`src/rtl/msrh_pkg.sv`:
```
// rtl/msrh_pkg.sv - shared scheduler types, default widths and the branch-flush helper
package msrh_pkg;

  localparam int DEF_RNID_W     = 7;
  localparam int DEF_CMT_ID_W   = 6;
  localparam int DEF_DISP_SIZE  = 4;
  localparam int DEF_BR_MASK_W  = 8;
  localparam int MAX_BR_MASK_W  = 64;
  localparam int MAX_BR_TAG_W   = 6;

  typedef logic [2:0] sched_state_t;

  localparam sched_state_t ST_INIT          = 3'd0;
  localparam sched_state_t ST_WAIT          = 3'd1;
  localparam sched_state_t ST_ISSUED        = 3'd2;
  localparam sched_state_t ST_DONE          = 3'd3;
  localparam sched_state_t ST_WAIT_COMPLETE = 3'd4;
  localparam sched_state_t ST_DEAD          = 3'd5;

  // Callers zero-extend their mask and tag to the widest supported branch mask.
  function automatic logic is_br_flush_target(
    input logic [MAX_BR_MASK_W-1:0] br_mask,
    input logic [MAX_BR_TAG_W-1:0]  br_tag,
    input logic                     br_upd,
    input logic                     br_mispred
  );
    return br_upd & br_mispred & br_mask[br_tag];
  endfunction

endpackage

```
`src/rtl/msrh_tag_match.sv`:
```
// rtl/msrh_tag_match.sv - compares one tag against a bus of write-back ports
module msrh_tag_match #(
  parameter int PORTS  = 4,
  parameter int RNID_W = 7
) (
  input  logic [RNID_W-1:0]       tag,
  input  logic [PORTS-1:0]        valid,
  input  logic [PORTS*RNID_W-1:0] rnid,
  input  logic [PORTS-1:0]        flag,
  output logic                    hit,
  output logic                    flagged_hit
);

  logic [PORTS-1:0] w_match;

  always_comb begin
    w_match = '0;
    for (int p = 0; p < PORTS; p++) begin
      w_match[p] = valid[p] & (rnid[p*RNID_W +: RNID_W] == tag);
    end
  end

  assign hit         = |w_match;
  assign flagged_hit = |(w_match & flag);

endmodule

```
`src/rtl/msrh_sched_entry_nsrc.sv`:
```
// rtl/msrh_sched_entry_nsrc.sv - one issue-queue entry with NUM_SRC operands, speculative wakeup and replay
module msrh_sched_entry_nsrc
  import msrh_pkg::*;
#(
  parameter int NUM_SRC    = 3,
  parameter int RNID_W     = DEF_RNID_W,
  parameter int CMT_ID_W   = DEF_CMT_ID_W,
  parameter int DISP_SIZE  = DEF_DISP_SIZE,
  parameter int BR_MASK_W  = DEF_BR_MASK_W,
  parameter int BR_TAG_W   = $clog2(BR_MASK_W),
  parameter int EWR_PORTS  = 4,
  parameter int PWR_PORTS  = 4,
  parameter int MIS_PORTS  = 2,
  parameter int EXC_W      = 5,
  parameter int MAX_REPLAY = 3,
  parameter int RPL_W      = $clog2(MAX_REPLAY + 1),
  parameter int EN_OLDEST  = 0
) (
  input  logic                        i_clk,
  input  logic                        i_reset,
  input  logic                        i_put,
  input  logic [CMT_ID_W-1:0]         i_put_cmt_id,
  input  logic [DISP_SIZE-1:0]        i_put_grp_id,
  input  logic [NUM_SRC-1:0]          i_put_src_valid,
  input  logic [NUM_SRC-1:0]          i_put_src_ready,
  input  logic [NUM_SRC*RNID_W-1:0]   i_put_src_rnid,
  input  logic [BR_MASK_W-1:0]        i_put_br_mask,
  input  logic [EWR_PORTS-1:0]        i_ewr_valid,
  input  logic [EWR_PORTS*RNID_W-1:0] i_ewr_rnid,
  input  logic [EWR_PORTS-1:0]        i_ewr_may_mispred,
  input  logic [PWR_PORTS-1:0]        i_pwr_valid,
  input  logic [PWR_PORTS*RNID_W-1:0] i_pwr_rnid,
  input  logic [MIS_PORTS-1:0]        i_mis_valid,
  input  logic [MIS_PORTS*RNID_W-1:0] i_mis_rnid,
  input  logic                        i_picked,
  input  logic                        i_pipe_done,
  input  logic                        i_pipe_except_valid,
  input  logic [EXC_W-1:0]            i_pipe_except_type,
  input  logic                        i_commit_valid,
  input  logic [CMT_ID_W-1:0]         i_commit_cmt_id,
  input  logic                        i_commit_flush,
  input  logic                        i_br_upd,
  input  logic [BR_TAG_W-1:0]         i_br_tag,
  input  logic                        i_br_mispred,
  input  logic [CMT_ID_W-1:0]         i_rob_head_cmt_id,
  input  logic [DISP_SIZE-1:0]        i_rob_done_grp,
  input  logic [DISP_SIZE-1:0]        i_rob_pc_upd_grp,
  output logic                        o_valid,
  output logic                        o_ready,
  output logic [NUM_SRC-1:0]          o_src_ready,
  output logic [NUM_SRC-1:0]          o_src_spec,
  output logic                        o_done,
  output logic                        o_wait_complete,
  output logic                        o_finish,
  output logic [CMT_ID_W-1:0]         o_cmt_id,
  output logic [DISP_SIZE-1:0]        o_grp_id,
  output logic [BR_MASK_W-1:0]        o_br_mask,
  output logic                        o_except_valid,
  output logic [EXC_W-1:0]            o_except_type,
  output logic [RPL_W-1:0]            o_replay_cnt
);

  localparam logic [RPL_W-1:0] MAX_RPL = RPL_W'(MAX_REPLAY);

  sched_state_t         r_state;
  sched_state_t         w_state_n;
  logic                 r_valid;
  logic [CMT_ID_W-1:0]  r_cmt_id;
  logic [DISP_SIZE-1:0] r_grp_id;
  logic [BR_MASK_W-1:0] r_br_mask;
  logic [NUM_SRC-1:0]   r_src_valid;
  logic [NUM_SRC-1:0]   r_ready;
  logic [NUM_SRC-1:0]   r_spec;
  logic [RNID_W-1:0]    r_rnid [NUM_SRC];
  logic [RPL_W-1:0]     r_replay_cnt;
  logic                 r_except_valid;
  logic [EXC_W-1:0]     r_except_type;

  logic                 put_en;
  logic                 put_kill;
  logic                 flush;
  logic                 commit_match;
  logic                 oldest_ok;
  logic                 pc_upd_before;
  logic                 replay_hit;
  logic                 all_usable;
  logic                 ready_w;
  logic                 to_init;
  logic                 ex_latch;
  logic [BR_MASK_W-1:0] br_clr;
  logic [DISP_SIZE-1:0] grp_below;

  logic [NUM_SRC-1:0]   ewr_hit, ewr_spec_hit, pwr_hit, pwr_cfm, mis_hit, mis_spec_hit;
  logic [NUM_SRC-1:0]   ready_n, spec_n, usable;

  assign put_en       = (r_state == ST_INIT) & i_put;
  assign put_kill     = is_br_flush_target(MAX_BR_MASK_W'(i_put_br_mask), MAX_BR_TAG_W'(i_br_tag),
                                           i_br_upd, i_br_mispred);
  assign flush        = r_valid & (i_commit_flush |
                        is_br_flush_target(MAX_BR_MASK_W'(r_br_mask), MAX_BR_TAG_W'(i_br_tag),
                                           i_br_upd, i_br_mispred));
  assign commit_match = i_commit_valid & (i_commit_cmt_id == r_cmt_id);
  assign br_clr       = i_br_upd ? (BR_MASK_W'(1) << i_br_tag) : '0;

  // Older group members must all be done; a PC-updating one among them blocks issue.
  assign grp_below     = r_grp_id - DISP_SIZE'(1);
  assign oldest_ok     = (EN_OLDEST == 0) |
                         ((i_rob_head_cmt_id == r_cmt_id) & ((i_rob_done_grp & grp_below) == grp_below));
  assign pc_upd_before = (EN_OLDEST != 0) & (|(grp_below & i_rob_pc_upd_grp & i_rob_done_grp));

  for (genvar g = 0; g < NUM_SRC; g++) begin : g_src
    logic [RNID_W-1:0] tag;
    logic              sv;
    logic              base_ready;
    logic              base_spec;

    assign tag        = put_en ? i_put_src_rnid[g*RNID_W +: RNID_W] : r_rnid[g];
    assign sv         = put_en ? i_put_src_valid[g] : r_src_valid[g];
    assign base_ready = put_en ? (i_put_src_ready[g] | ~i_put_src_valid[g]) : r_ready[g];
    assign base_spec  = put_en ? 1'b0 : r_spec[g];

    msrh_tag_match #(.PORTS(EWR_PORTS), .RNID_W(RNID_W)) u_ewr (
      .tag(tag), .valid(i_ewr_valid), .rnid(i_ewr_rnid), .flag(i_ewr_may_mispred),
      .hit(ewr_hit[g]), .flagged_hit(ewr_spec_hit[g])
    );
    msrh_tag_match #(.PORTS(PWR_PORTS), .RNID_W(RNID_W)) u_pwr (
      .tag(tag), .valid(i_pwr_valid), .rnid(i_pwr_rnid), .flag({PWR_PORTS{1'b1}}),
      .hit(pwr_hit[g]), .flagged_hit(pwr_cfm[g])
    );
    // Flagging by the held spec bit turns a mispredict match into a replay trigger.
    msrh_tag_match #(.PORTS(MIS_PORTS), .RNID_W(RNID_W)) u_mis (
      .tag(tag), .valid(i_mis_valid), .rnid(i_mis_rnid), .flag({MIS_PORTS{r_spec[g]}}),
      .hit(mis_hit[g]), .flagged_hit(mis_spec_hit[g])
    );

    assign ready_n[g] = base_ready | (sv & (pwr_hit[g] | (ewr_hit[g] & ~ewr_spec_hit[g])));
    assign spec_n[g]  = sv & ~base_ready & (base_spec | ewr_spec_hit[g]) & ~pwr_cfm[g] & ~mis_hit[g];
    assign usable[g]  = ready_n[g] | (spec_n[g] & (r_replay_cnt < MAX_RPL));
  end

  assign all_usable = &usable;
  assign replay_hit = |mis_spec_hit;
  assign ready_w    = r_valid & (r_state == ST_WAIT) & ~flush & oldest_ok & ~pc_upd_before & all_usable;

  always_comb begin
    w_state_n = r_state;
    ex_latch  = 1'b0;
    case (r_state)
      ST_INIT: begin
        if (i_put) w_state_n = put_kill ? ST_DEAD : ST_WAIT;
      end
      ST_WAIT: begin
        if (flush)                        w_state_n = ST_DEAD;
        else if (ready_w & i_picked)      w_state_n = ST_ISSUED;
        else if (pc_upd_before & oldest_ok) w_state_n = ST_DONE;
      end
      ST_ISSUED: begin
        if (flush)           w_state_n = ST_DEAD;
        else if (replay_hit) w_state_n = ST_WAIT;
        else if (i_pipe_done) begin
          w_state_n = ST_DONE;
          ex_latch  = 1'b1;
        end
      end
      ST_DONE: begin
        if (commit_match) w_state_n = ST_INIT;
        else if (flush)   w_state_n = ST_DEAD;
        else              w_state_n = ST_WAIT_COMPLETE;
      end
      ST_WAIT_COMPLETE, ST_DEAD: begin
        if (commit_match) w_state_n = ST_INIT;
      end
      default: w_state_n = ST_INIT;
    endcase
  end

  assign to_init = (r_state != ST_INIT) & (w_state_n == ST_INIT);

  always_ff @(posedge i_clk) begin
    if (i_reset) begin
      r_state        <= ST_INIT;
      r_valid        <= 1'b0;
      r_cmt_id       <= '0;
      r_grp_id       <= '0;
      r_br_mask      <= '0;
      r_src_valid    <= '0;
      r_ready        <= '0;
      r_spec         <= '0;
      r_replay_cnt   <= '0;
      r_except_valid <= 1'b0;
      r_except_type  <= '0;
      for (int s = 0; s < NUM_SRC; s++) r_rnid[s] <= '0;
    end else begin
      r_state   <= w_state_n;
      r_br_mask <= (put_en ? i_put_br_mask : r_br_mask) & ~br_clr;
      if (put_en) begin
        r_valid        <= 1'b1;
        r_cmt_id       <= i_put_cmt_id;
        r_grp_id       <= i_put_grp_id;
        r_src_valid    <= i_put_src_valid;
        r_replay_cnt   <= '0;
        r_except_valid <= 1'b0;
        r_except_type  <= '0;
        for (int s = 0; s < NUM_SRC; s++) r_rnid[s] <= i_put_src_rnid[s*RNID_W +: RNID_W];
      end else if (to_init) begin
        r_valid      <= 1'b0;
        r_cmt_id     <= '0;
        r_grp_id     <= '0;
        r_replay_cnt <= '0;
      end else if ((r_state == ST_ISSUED) & ~flush & replay_hit & (r_replay_cnt != MAX_RPL)) begin
        r_replay_cnt <= r_replay_cnt + RPL_W'(1);
      end
      if (ex_latch) begin
        r_except_valid <= i_pipe_except_valid;
        r_except_type  <= i_pipe_except_type;
      end
      if (put_en | r_valid) begin
        r_ready <= ready_n;
        r_spec  <= to_init ? '0 : spec_n;
      end
    end
  end

  assign o_valid         = r_valid;
  assign o_ready         = ready_w;
  assign o_src_ready     = (put_en | r_valid) ? ready_n : '0;
  assign o_src_spec      = (put_en | r_valid) ? spec_n : '0;
  assign o_done          = (r_state == ST_DONE) & ~flush;
  assign o_wait_complete = (r_state == ST_WAIT_COMPLETE);
  assign o_finish        = ((r_state == ST_DEAD) | (r_state == ST_DONE) |
                            (r_state == ST_WAIT_COMPLETE)) & commit_match;
  assign o_cmt_id        = r_cmt_id;
  assign o_grp_id        = r_grp_id;
  assign o_br_mask       = r_br_mask;
  assign o_except_valid  = r_except_valid;
  assign o_except_type   = r_except_type;
  assign o_replay_cnt    = r_replay_cnt;

endmodule

```
`config.mk`:
```
export PLATFORM = sky130hd
export DESIGN_NAME = msrh_sched_entry_nsrc
export DESIGN_NICKNAME = d
export VERILOG_FILES = /design/src/rtl/msrh_pkg.sv /design/src/rtl/msrh_tag_match.sv /design/src/rtl/msrh_sched_entry_nsrc.sv
export SDC_FILE = /design/constraint.sdc
export NUM_CORES = 1
export LEC_CHECK = 0
export ABC_AREA = 1
export BUFFER_PORTS_ARGS = -buffer_cell sky130_fd_sc_hd__buf_2
export CAP_MARGIN = 20
export CORE_AREA = 4 4 168 170
export CTS_CLUSTER_DIAMETER = 40
export CTS_CLUSTER_SIZE = 10
export DETAILED_ROUTE_END_ITERATION = 16
export DIE_AREA = 0 0 172 174
export PLACE_DENSITY_LB_ADDON = 0.05
export SLEW_MARGIN = 30
export SYNTH_ARGS = -nofsm -noshare
export SYNTH_HDL_FRONTEND = slang
export SYNTH_SLANG_ARGS = --single-unit
```
`constraint.sdc`:
```
create_clock -name i_clk -period 4.2 [get_ports i_clk]
set_clock_uncertainty 0.1 [all_clocks]
set_input_delay 0.42 -clock i_clk [delete_from_list [all_inputs] [get_ports i_clk]]
set_output_delay 0.42 -clock i_clk [all_outputs]
set_load 0.01 [all_outputs]
```
==> results.md, run 1 <==
* Clock Path Buffers at 2
* Num CTS Buffers at 9
* Clock root cell: clkbuf_16
* CTS hold repair buffers at 0
* Synth top area share at 27.8%
* Hold Slack at around 0.16 ns
* Mapped Area at 0.00789 mm²
* Most common cell in the netlist: nand2_1
* Drt wl/cell at 19.5 µm
* Largest net degree at the start of global routing at ~40
* Initial Util at 29.5%
* CTS sink count at 60
* Worst-path clk slew at approximately 0.060 ns
* Status: finished, final reports clean
* Die Wd at about 170 µm
* Register area share after synthesis at between 10% and 20%
* Asr flop ratio synth at 0%
* Cell taking the most area after synthesis: nand2_1
* CP Class: reg2out
* Layout cells sized above 1 at between 10% and 20%
* Commonest cells in the netlist: nand2_1, inv_1, nor2_1, nand3_1, dfxtp_1
* Final wirelength at ~38 mm
* Peak per-stage delay on the critical path at between 0.3 and 0.4 ns
* Distinct cells, synth at 45
* Setup violators final at 0
* Syn avg cell area at 5.56 µm²
* # rows at 60
* I/O Buffers at approximately 190
* Startpoint types: flip-flop
* Post-layout minimum cycle time at 4.04 ns
* Vias per Instance at between 5 and 6
* Placed inst area at ~0.009 mm²
* Die area at 0.0299 mm²
* CP endpoint kind: primary output
* DP Wirelength at 28.5 mm
* Residual DRC count at 0
* Post CTS Setup Buffer Count at 0
* Total gr overflow at 0
* RSZ-0062 raised after global routing: false
* Reg2reg setup slack at between 0.2 and 0.3 ns
* Gr usage total at ~25%
* Final GP Congestion at 0.951
* DRT antenna net count at 0
* Global-route wire length before repair at about 55 mm
* Fillers at between 3000 and 4000
* Die Height at approximately 170 µm
* Setup tns final at 0 ns
* Number of DRC markers in iteration 0 at roughly 940
* I/O pin cnt at around 200
* Max Cap Viol at 0
* Yosys reg bits at 60
* Post-synthesis net count at 1587
* Slew of the pin with the lowest slew margin at ~0.76 ns
* Worst EP arrival at roughly 3.5 ns
* H-tree depth at 3
* Mapped Cells at between 1000 and 1500
* Number of synthesized flops with an enable pin at 21
* Core footprint at around 0.027 mm²
* Final period util at 96.1%
* Hold Violations, Final at 0
* Worst path required time at around 3.7 ns
* Slew Viols, Final at 0
* CTS tree: yes
* Slowest cell on crit path: nand2_1
* Finished Core Util at about a third
* Most common cell on crit path: nand2_1
* Cell area after layout at 0.00943 mm²
* Dominant cells by area after synthesis: nand2_1, dfxtp_1, nand3_1
* Vias in the first global route at a little over 9000
* Initial antenna violation count at 6
* Fin nets at 1774
* Area Growth Syn to Fin at 19.5%
* Synth Flop Type: dfxtp_1
* # resized after CTS at 0
* Via count at 9803
* DRT Pass-1 Iters at 5
* Syn. warnings at 0
* Crit-path max FO at 21
* Worst vdd ir at between 0.15 and 0.2 mV
* Power Dens Cells at between 300 and 400 mW/mm²
* Hold Path Class: in2reg
* CP Cell Sequence: nor2_4 > buf_4 > nand4_4 > nand2_1 > inv_1 > nand2_1 > nand2_1 > nor2_1 > nand2_1 > nor2_1 > nor2_1 > nand2_1 > inv_1 > nand2_1 > nand2_1 > nand3_1 > nand2_2 > nor2_4 > buf_2
* Leak at 5.23 nW
* Fmax at 248 MHz
* Worst skew pair latency at roughly 0.35 ns
* Rel. slew slack at 49.1%
==> cells in the final DEF, fill, tap and decap left out, types with 3 or more instances in the layout <==
cell / n
o211ai_1: 3
clkinv_1: 6
edfxtp_1: 21
nand4_1: 36
o22ai_1: 4
inv_4: 3
dfxtp_1: 39
nand2_2: 21
nor2_2: 4
nand4_2: 17
nand3b_1: 3
nand2_4: 25
diode_2: 3
o221ai_1: 6
or2_2: 3
buf_4: 23
inv_1: 174
buf_2: 189
nand4_4: 10
nor2_1: 170
a21oi_1: 24
nand3_1: 152
clkbuf_16: 10
xnor2_1: 3
nor3_1: 7
o21ai_1: 33
xor2_1: 3
o21ai_0: 13
nand2_1: 585
==> final timing paths <==
| check | startpoint | to | depth (start not counted) |
|---|---|---|---|
| max reg2reg | r_state[1] | o_cmt_id[3] | 23 |
| max | r_state[1] | o_ready | 19 |
| min reg2reg | o_except_type[4] | o_except_type[4] | 2 |
| min | i_put_grp_id[0] | o_grp_id[0] | 3 |
==> sequential cells by signal, indices dropped and copies added, names as in the netlist <==
signal	cells
o_replay_cnt	2
o_cmt_id	6
r_spec	3
o_except_valid	1
r_state	3
r_ready	3
r_rnid	21
o_valid	1
o_except_type	5
o_br_mask	8
o_grp_id	4
r_src_valid	3
==> cell families after synthesis <==
| logic type | Yosys count | synth area share, % |
|---|---|---|
| flip-flops | 60 | 17.9 |
| AND/OR/NAND/NOR | 1039 | 61.4 |
| buffers and inverters | 221 | 13.2 |
| multiplexers | 1 | 0.127 |
| adder cells (fa/ha/maj) | 1 | 0.159 |
| XOR/XNOR | 6 | 0.666 |
| AO/OA/AOI/OAI | 91 | 6.54 |
==> critical path, delay by kind of cell, from the launching register on <==
family        cells  cell delay, ns
simple gates     15            1.97
flops             1            0.36
buf+inv           4            0.83
==> layout make-up <==
type / instances / area (µm²) / area share, %
clock inverters: 4 / 26.3 / 0.279
clock buffers: 12 / 278 / 2.95
diodes: 3 / 7.51 / 0.0796
inverters: 183 / 689 / 7.31
well taps: 341 / 427 / 4.53
flip-flops and latches: 60 / 1410 / 15.0
repair buffers: 214 / 1160 / 12.3
multi-input cells: 1138 / 5430 / 57.6
==> per-layer routing <==
| metal | global-route usage [%] | vias to the layer above | wire (µm) |
|---|---|---|---|
| met5 | 0 | - | 49 |
| met4 | 7.83 | 8 | 1180 |
| met3 | 6.00 | 71 | 3520 |
| met2 | 40.2 | 432 | 17200 |
| met1 | 32.0 | 4411 | 16100 |
| li1 | - | 4881 | - |
==> per-stage QoR <==
| stage | worst slack [ns] | cells | total power, mW |
|---|---|---|---|
| after floorplan | 1.49 | 1419 | 1.64 |
| after global placement | 0.323 | 1936 | 2.17 |
| after detailed placement | 0.293 | 1936 | 2.17 |
| after CTS | 0.219 | 1952 | 2.98 |
| after global routing | 0.0202 | 1952 | 3.16 |
| final | 0.165 | 1955 | 2.97 |
==> power by group <==
part           switching, mW  leakage [nW]  internal [mW]
clock network          0.329         0.155          0.471
registers             0.0321         0.545          0.654
logic                   1.05          4.53          0.434
total                   1.41          5.23           1.56
Power figures use the tool's default switching activity.
==> run 2: changes to the inputs <==
CORE_AREA = 2 2 166 168   (was 4 4 168 170)
DIE_AREA = 0 0 168 170   (was 0 0 172 174)
==> run 2 against run 1 <==
Critical path depth unchanged. Clock power decreased by 3.9%. Sequential power barely moved. Largest cell class unchanged. Non-clock buffer count increased by 5. Via count decreased by 0.72%. Register-to-register slack better by 0.14 ns. Maximum frequency is 3.2% higher. Critical path type unchanged. Sequential share of layout area shrank 0.087 points.
==> results.md, run 2 (synthesis gave the netlist of run 1 again) <==
* Hold Path Class: in2reg (unchanged)
* Cell area after layout at 0.00948 mm² (was 0.00943 mm²)
* Worst reg2reg path depth at 23 (unchanged)
* Total gr overflow at 0 (unchanged)
* Area Growth Syn to Fin at 20.2% (was 19.5%)
* Slew of the pin with the lowest slew margin at 0.721 ns (was 0.762 ns)
* Slowest cell on crit path: dfxtp_1 (was nand2_1)
* DRT antenna net count at 0 (unchanged)
* Via count at 9732 (was 9803)
* Worst R2R Start: r_state[1] (unchanged)
* Max reg flops at 21 (unchanged)
* Initial Util at 29.6% (was 29.5%)
* Most common cell on crit path: nand2_1 (unchanged)
* Setup tns final at 0 ns (unchanged)
* Layout cells sized above 1 at 20.2% (was 19.9%)
* Worst EP arrival at 3.39 ns (was 3.52 ns)
* Status: finished, final reports clean (unchanged)
* Final GP Congestion at 0.916 (was 0.951)
* CTS hold repair buffers at 0 (unchanged)
* Number of DRC markers in iteration 0 at 846 (was 936)
* Crit path to: o_ready (unchanged)
* # rows at 60 (unchanged)
* RSZ-0062 raised after global routing: false (unchanged)
* Worst-path clk slew at 0.06 ns (about the same)
* Biggest register: r_rnid (unchanged)
* CP delay by family, top: simple AND/OR/NAND/NOR gates (unchanged)
* CP endpoint kind: primary output (unchanged)
* Post CTS Setup Buffer Count at 0 (unchanged)
* Initial antenna violation count at 4 (was 6)
* DRT Pass-1 Iters at 7 (was 5)
* CP Cell Sequence: nor2_4 > nand3_4 > buf_12 > nand2_4 > nand2_1 > inv_2 > nand2_1 > nand2_1 > nor2_1 > nand2_1 > nor2_1 > nor2_1 > nand2_1 > nor2_1 > nand3_1 > nand3_1 > nand2_2 > nor2_4 > buf_2 (was nor2_4 > buf_4 > nand4_4 > nand2_1 > inv_1 > nand2_1 > nand2_1 > nor2_1 > nand2_1 > nor2_1 > nor2_1 > nand2_1 > inv_1 > nand2_1 > nand2_1 > nand3_1 > nand2_2 > nor2_4 > buf_2)
* Die Wd at 168 µm (was 172 µm)
* I/O pin cnt at 204 (unchanged)
* Finished Core Util at 35.6% (was 35.3%)
* Global-route wire length before repair at 55.9 mm (was 55.5 mm)
* Reg2reg setup slack at 0.42 ns (was 0.28 ns)
* Die area at 0.0286 mm² (was 0.0299 mm²)
* H-tree depth at 3 (unchanged)
* Crit-path max FO at 17 (was 21)
* Rel. slew slack at 51.8% (was 49.1%)
* Placed inst area at 0.00918 mm² (was 0.00912 mm²)
* Final wirelength at 37.3 mm (was 38.0 mm)
* Setup crit start: r_state[1] (unchanged)
* Post-layout minimum cycle time at 3.91 ns (was 4.04 ns)
* Fin nets at 1779 (was 1774)
* Hold Violations, Final at 0 (unchanged)
* Worst path required time at 3.68 ns (about the same)
* Buf/Inv on CP at 3 (was 4)
* Max Cap Viol at 0 (unchanged)
* Startpoint types: flip-flop (unchanged)
* Clock root cell: clkbuf_16 (unchanged)
* CTS tree: yes (unchanged)
* Core footprint at 0.0267 mm² (about the same)
* DP Wirelength at 28.1 mm (was 28.5 mm)
* Die Height at 170 µm (was 174 µm)
* Final period util at 93.1% (was 96.1%)
* CP Class: reg2out (unchanged)
* I/O Buffers at 189 (unchanged)
* Leak at 5.25 nW (was 5.23 nW)
* Vias per Instance at 4.97 (was 5.01)
* Most frequent cells in the layout: nand2_1, buf_2, inv_1 (unchanged)
* WP depth at 19 (unchanged)
* Gr usage total at 26.1% (was 24.7%)
* Peak per-stage delay on the critical path at 0.37 ns (was 0.39 ns)
* FF-to-FF End: o_cmt_id[3] (unchanged)
* Commonest non-fill, non-tap cell in the layout: nand2_1 (unchanged)
* Worst skew pair latency at 0.35 ns (about the same)
* Drt wl/cell at 19.1 µm (was 19.5 µm)
* Num CTS Buffers at 9 (unchanged)
* Fillers at 3110 (was 3160)
* Residual DRC count at 0 (unchanged)
* Fmax at 256 MHz (was 248 MHz)
* Vias in the first global route at 9324 (was 9253)
* Total Power at 2.95 mW (was 2.97 mW)
* Slew Viols, Final at 0 (unchanged)
* Clock Path Buffers at 2 (unchanged)
* Power Dens Cells at 311 mW/mm² (was 315 mW/mm²)
* Largest net degree at the start of global routing at 43 (was 41)
* Worst vdd ir at 0.190 mV (was 0.193 mV)
* CTS sink count at 60 (unchanged)
* Setup violators final at 0 (unchanged)
run 2: how the worst min path moves through the flow:
stage	end	cells after the start	slack, ns	start
finish	o_grp_id[3]	3	0.16	i_put_grp_id[3]
CTS	o_cmt_id[5]	3	0.15	i_put_cmt_id[5]
detailed placement	o_except_type[4]	2	0.35	o_except_type[4]
global placement	o_except_type[4]	2	0.35	o_except_type[4]
floorplan	r_ready[0]	2	0.35	r_ready[0]
global route	o_grp_id[2]	3	0.17	i_put_grp_id[2]
run 2: tightest hold or removal path, cell delays in order:
cell and delay [ns]:
buf_2 0.07, nand2_1 0.04, nand2_1 0.05
run 2: power by group:
group / internal [mW] / total, mW / switching, mW
logic: 0.445 / 1.50 / 1.05
registers: 0.655 / 0.687 / 0.0328
clock network: 0.451 / 0.769 / 0.318
run 2: layer usage:
| layer | global-route usage [%] | part of all wire, % | vias to the layer above |
|---|---|---|---|
| li1 | - | - | 4890 |
| met2 | 44.0 | 46 | 412 |
| met1 | 33.6 | 44 | 4360 |
| met3 | 4.67 | 7.3 | 66 |
| met5 | 0 | 0.080 | - |
| met4 | 9.30 | 3.1 | 4 |
run 2: layout make-up:
| type | count | area, µm² | area share (%) |
|---|---|---|---|
| diodes | 2 | 5.00 | 0.0528 |
| clock buffers | 11 | 264 | 2.78 |
| clock inverters | 5 | 32.5 | 0.343 |
| inverters | 183 | 689 | 7.27 |
| multi-input cells | 1138 | 5430 | 57.3 |
| flip-flops and latches | 60 | 1410 | 14.9 |
| well taps | 341 | 427 | 4.50 |
| repair buffers | 219 | 1220 | 12.9 |
run 2: what timing repair did:
item                       CTS  global route
setup endpoints to repair    0             1
hold endpoints to repair     0             0
gates resized for setup      0             2
run 2: per-stage QoR:
stage	setup WS, ns	std cells	hold slack (ns)
after CTS	0.227	1957	0.151
after global routing	0.0333	1959	0.172
after global placement	0.352	1941	0.348
final	0.290	1959	0.163
after floorplan	1.49	1419	0.345
after detailed placement	0.299	1941	0.354
==> run 3: changes to the inputs <==
RECOVER_POWER = 100   (was default)
==> run 3 against run 2 <==
Cell count is the same. Maximum frequency is 0.28% lower. Core utilization shrank 0.58 points. The run now ends with capacitance limit, slew limit left.
==> results.md, run 3 (synthesis gave the netlist of run 1 again) <==
* Worst-path clk slew at 0.06 ns (about the same)
* Die Height at 170 µm (unchanged)
* Worst vdd ir at 0.190 mV (about the same)
* Gr usage total at 26.1% (unchanged)
* Die area at 0.0286 mm² (unchanged)
* Vias per Instance at 5.00 (was 4.97)
* Power Dens Cells at 314 mW/mm² (was 311 mW/mm²)
* Fillers at 3145 (was 3110)
* # rows at 60 (unchanged)
* Die Wd at 168 µm (unchanged)
* Drt wl/cell at 19.1 µm (about the same)
* Max reg flops at 21 (unchanged)
* Cell area after layout at 0.00933 mm² (was 0.00948 mm²)
* Area Growth Syn to Fin at 18.3% (was 20.2%)
* Post-layout minimum cycle time at 3.92 ns (was 3.91 ns)
* Area of the multi-input gates at 0.00535 mm² (was 0.00543 mm²)
* Most frequent cells in the layout: nand2_1, inv_1, nor2_1 (was nand2_1, buf_2, inv_1)
* Worst skew pair latency at 0.35 ns (about the same)
* Failing checks: capacitance limit, slew limit
* Commonest non-fill, non-tap cell in the layout: nand2_1 (unchanged)
* Clock Path Buffers at 2 (unchanged)
* Post CTS Setup Buffer Count at 0 (unchanged)
* Global-route wire length before repair at 55.9 mm (unchanged)
* Fin nets at 1779 (unchanged)
* Reg2reg setup slack at 0.36 ns (was 0.42 ns)
* RSZ-0062 raised after global routing: false (unchanged)
* Finished Core Util at 35.0% (was 35.6%)
* CP Class: reg2out (unchanged)
* Final GP Congestion at 0.916 (unchanged)
* Crit-path max FO at 38 (was 17)
* CTS sink count at 60 (unchanged)
* DRT antenna net count at 0 (unchanged)
* Rel. slew slack at -8.57% (was 51.8%)
* Status: finished with violations (was finished, final reports clean)
* H-tree depth at 3 (unchanged)
* DRT Pass-1 Iters at 6 (was 7)
* Vias in the first global route at 9324 (unchanged)
* Final wirelength at 37.4 mm (was 37.3 mm)
* Number of DRC markers in iteration 0 at 899 (was 846)
* Hold Violations, Final at 0 (unchanged)
* DP Wirelength at 28.1 mm (unchanged)
* Max Cap Viol at 1 (was 0)
* CP endpoint kind: primary output (unchanged)
* Total gr overflow at 0 (unchanged)
* Setup tns final at 0 ns (unchanged)
* Worst EP arrival at 3.40 ns (was 3.39 ns)
* I/O Buffers at 189 (unchanged)
* Initial antenna violation count at 4 (unchanged)
* Clock root cell: clkbuf_16 (unchanged)
* Worst path required time at 3.68 ns (about the same)
* Hold Path Class: in2reg (unchanged)
* Startpoint types: flip-flop (unchanged)
* Core footprint at 0.0267 mm² (unchanged)
* Num CTS Buffers at 9 (unchanged)
* Final period util at 93.4% (was 93.1%)
* Placed inst area at 0.00918 mm² (unchanged)
* Largest net degree at the start of global routing at 43 (unchanged)
* Initial Util at 29.6% (unchanged)
* CTS tree: yes (unchanged)
* Biggest register: r_rnid (unchanged)
* Residual DRC count at 0 (unchanged)
* I/O pin cnt at 204 (unchanged)
* Via count at 9786 (was 9732)
* Slew Viols, Final at 23 (was 0)
* Setup violators final at 0 (unchanged)
* Slew of the pin with the lowest slew margin at 1.63 ns (was 0.721 ns)
* Leak at 5.03 nW (was 5.25 nW)
* Layout cells sized above 1 at 16.9% (was 20.2%)
* Seq. cell area at 0.00141 mm² (unchanged)
* Fmax at 255 MHz (was 256 MHz)
[run 3: critical path: stages, from the launching register on]
cell and delay, ns:
dfxtp_1 0.44, nor2_4 0.09, buf_12 0.19, nand4_2 0.12
clkbuf_1 0.69, nand3_1 0.15, nand2_1 0.11, nor2_1 0.04
nand2_1 0.06, nor2_1 0.05, nor2_1 0.20, nand2_1 0.17
nor2_1 0.17, nand3_1 0.10, nand3_1 0.10, nand2_2 0.08
nor2_4 0.11, clkbuf_2 0.16
[run 3: stage by stage]
stage          power (mW)  hold WS (ns)  worst slack [ns]  std cells
2_1_floorplan        1.64         0.345              1.49       1419
3_3_place_gp         2.18         0.348             0.352       1941
3_5_place_dp         2.18         0.354             0.299       1941
4_1_cts              2.96         0.151             0.227       1957
5_1_grt              3.12         0.172            0.0208       1959
6_report             2.93         0.163             0.279       1959
[run 3: area by class of cell]
cell class | instances | area share [%]
multi-input cells | 1138 | 57.3
flip-flops and latches | 60 | 15.1
repair buffers | 219 | 12.4
inverters | 183 | 7.39
well taps | 341 | 4.57
clock buffers | 11 | 2.83
clock inverters | 5 | 0.349
diodes | 2 | 0.0536
[run 3: timing repair]
item | 4_1_cts | 5_1_grt
resized for setup | 0 | 2
endpoints found under the setup margin | 0 | 1
hold buffers | 0 | 0
[run 3: worst paths after layout]
check                                startpoint          end  cells after the start
worst max-delay path                 r_state[1]      o_ready                     17
worst max register to register       r_state[1]  o_cmt_id[3]                     20
worst min register to register       r_ready[2]   r_ready[2]                      2
worst min-delay path            i_put_cmt_id[5]  o_cmt_id[5]                      3
[run 3: power by group]
part | internal, mW | switching, mW
logic | 0.430 | 1.04
registers | 0.655 | 0.0332
clock network | 0.451 | 0.319
[run 3: routing by layer]
| metal | part of all wire [%] | track usage, % | vias to the layer above |
|---|---|---|---|
| met5 | 0.080 | 0 | - |
| met4 | 3.1 | 9.30 | 4 |
| met3 | 8.2 | 4.67 | 68 |
| met2 | 46 | 44.0 | 435 |
| met1 | 43 | 33.6 | 4393 |
| li1 | - | - | 4886 |
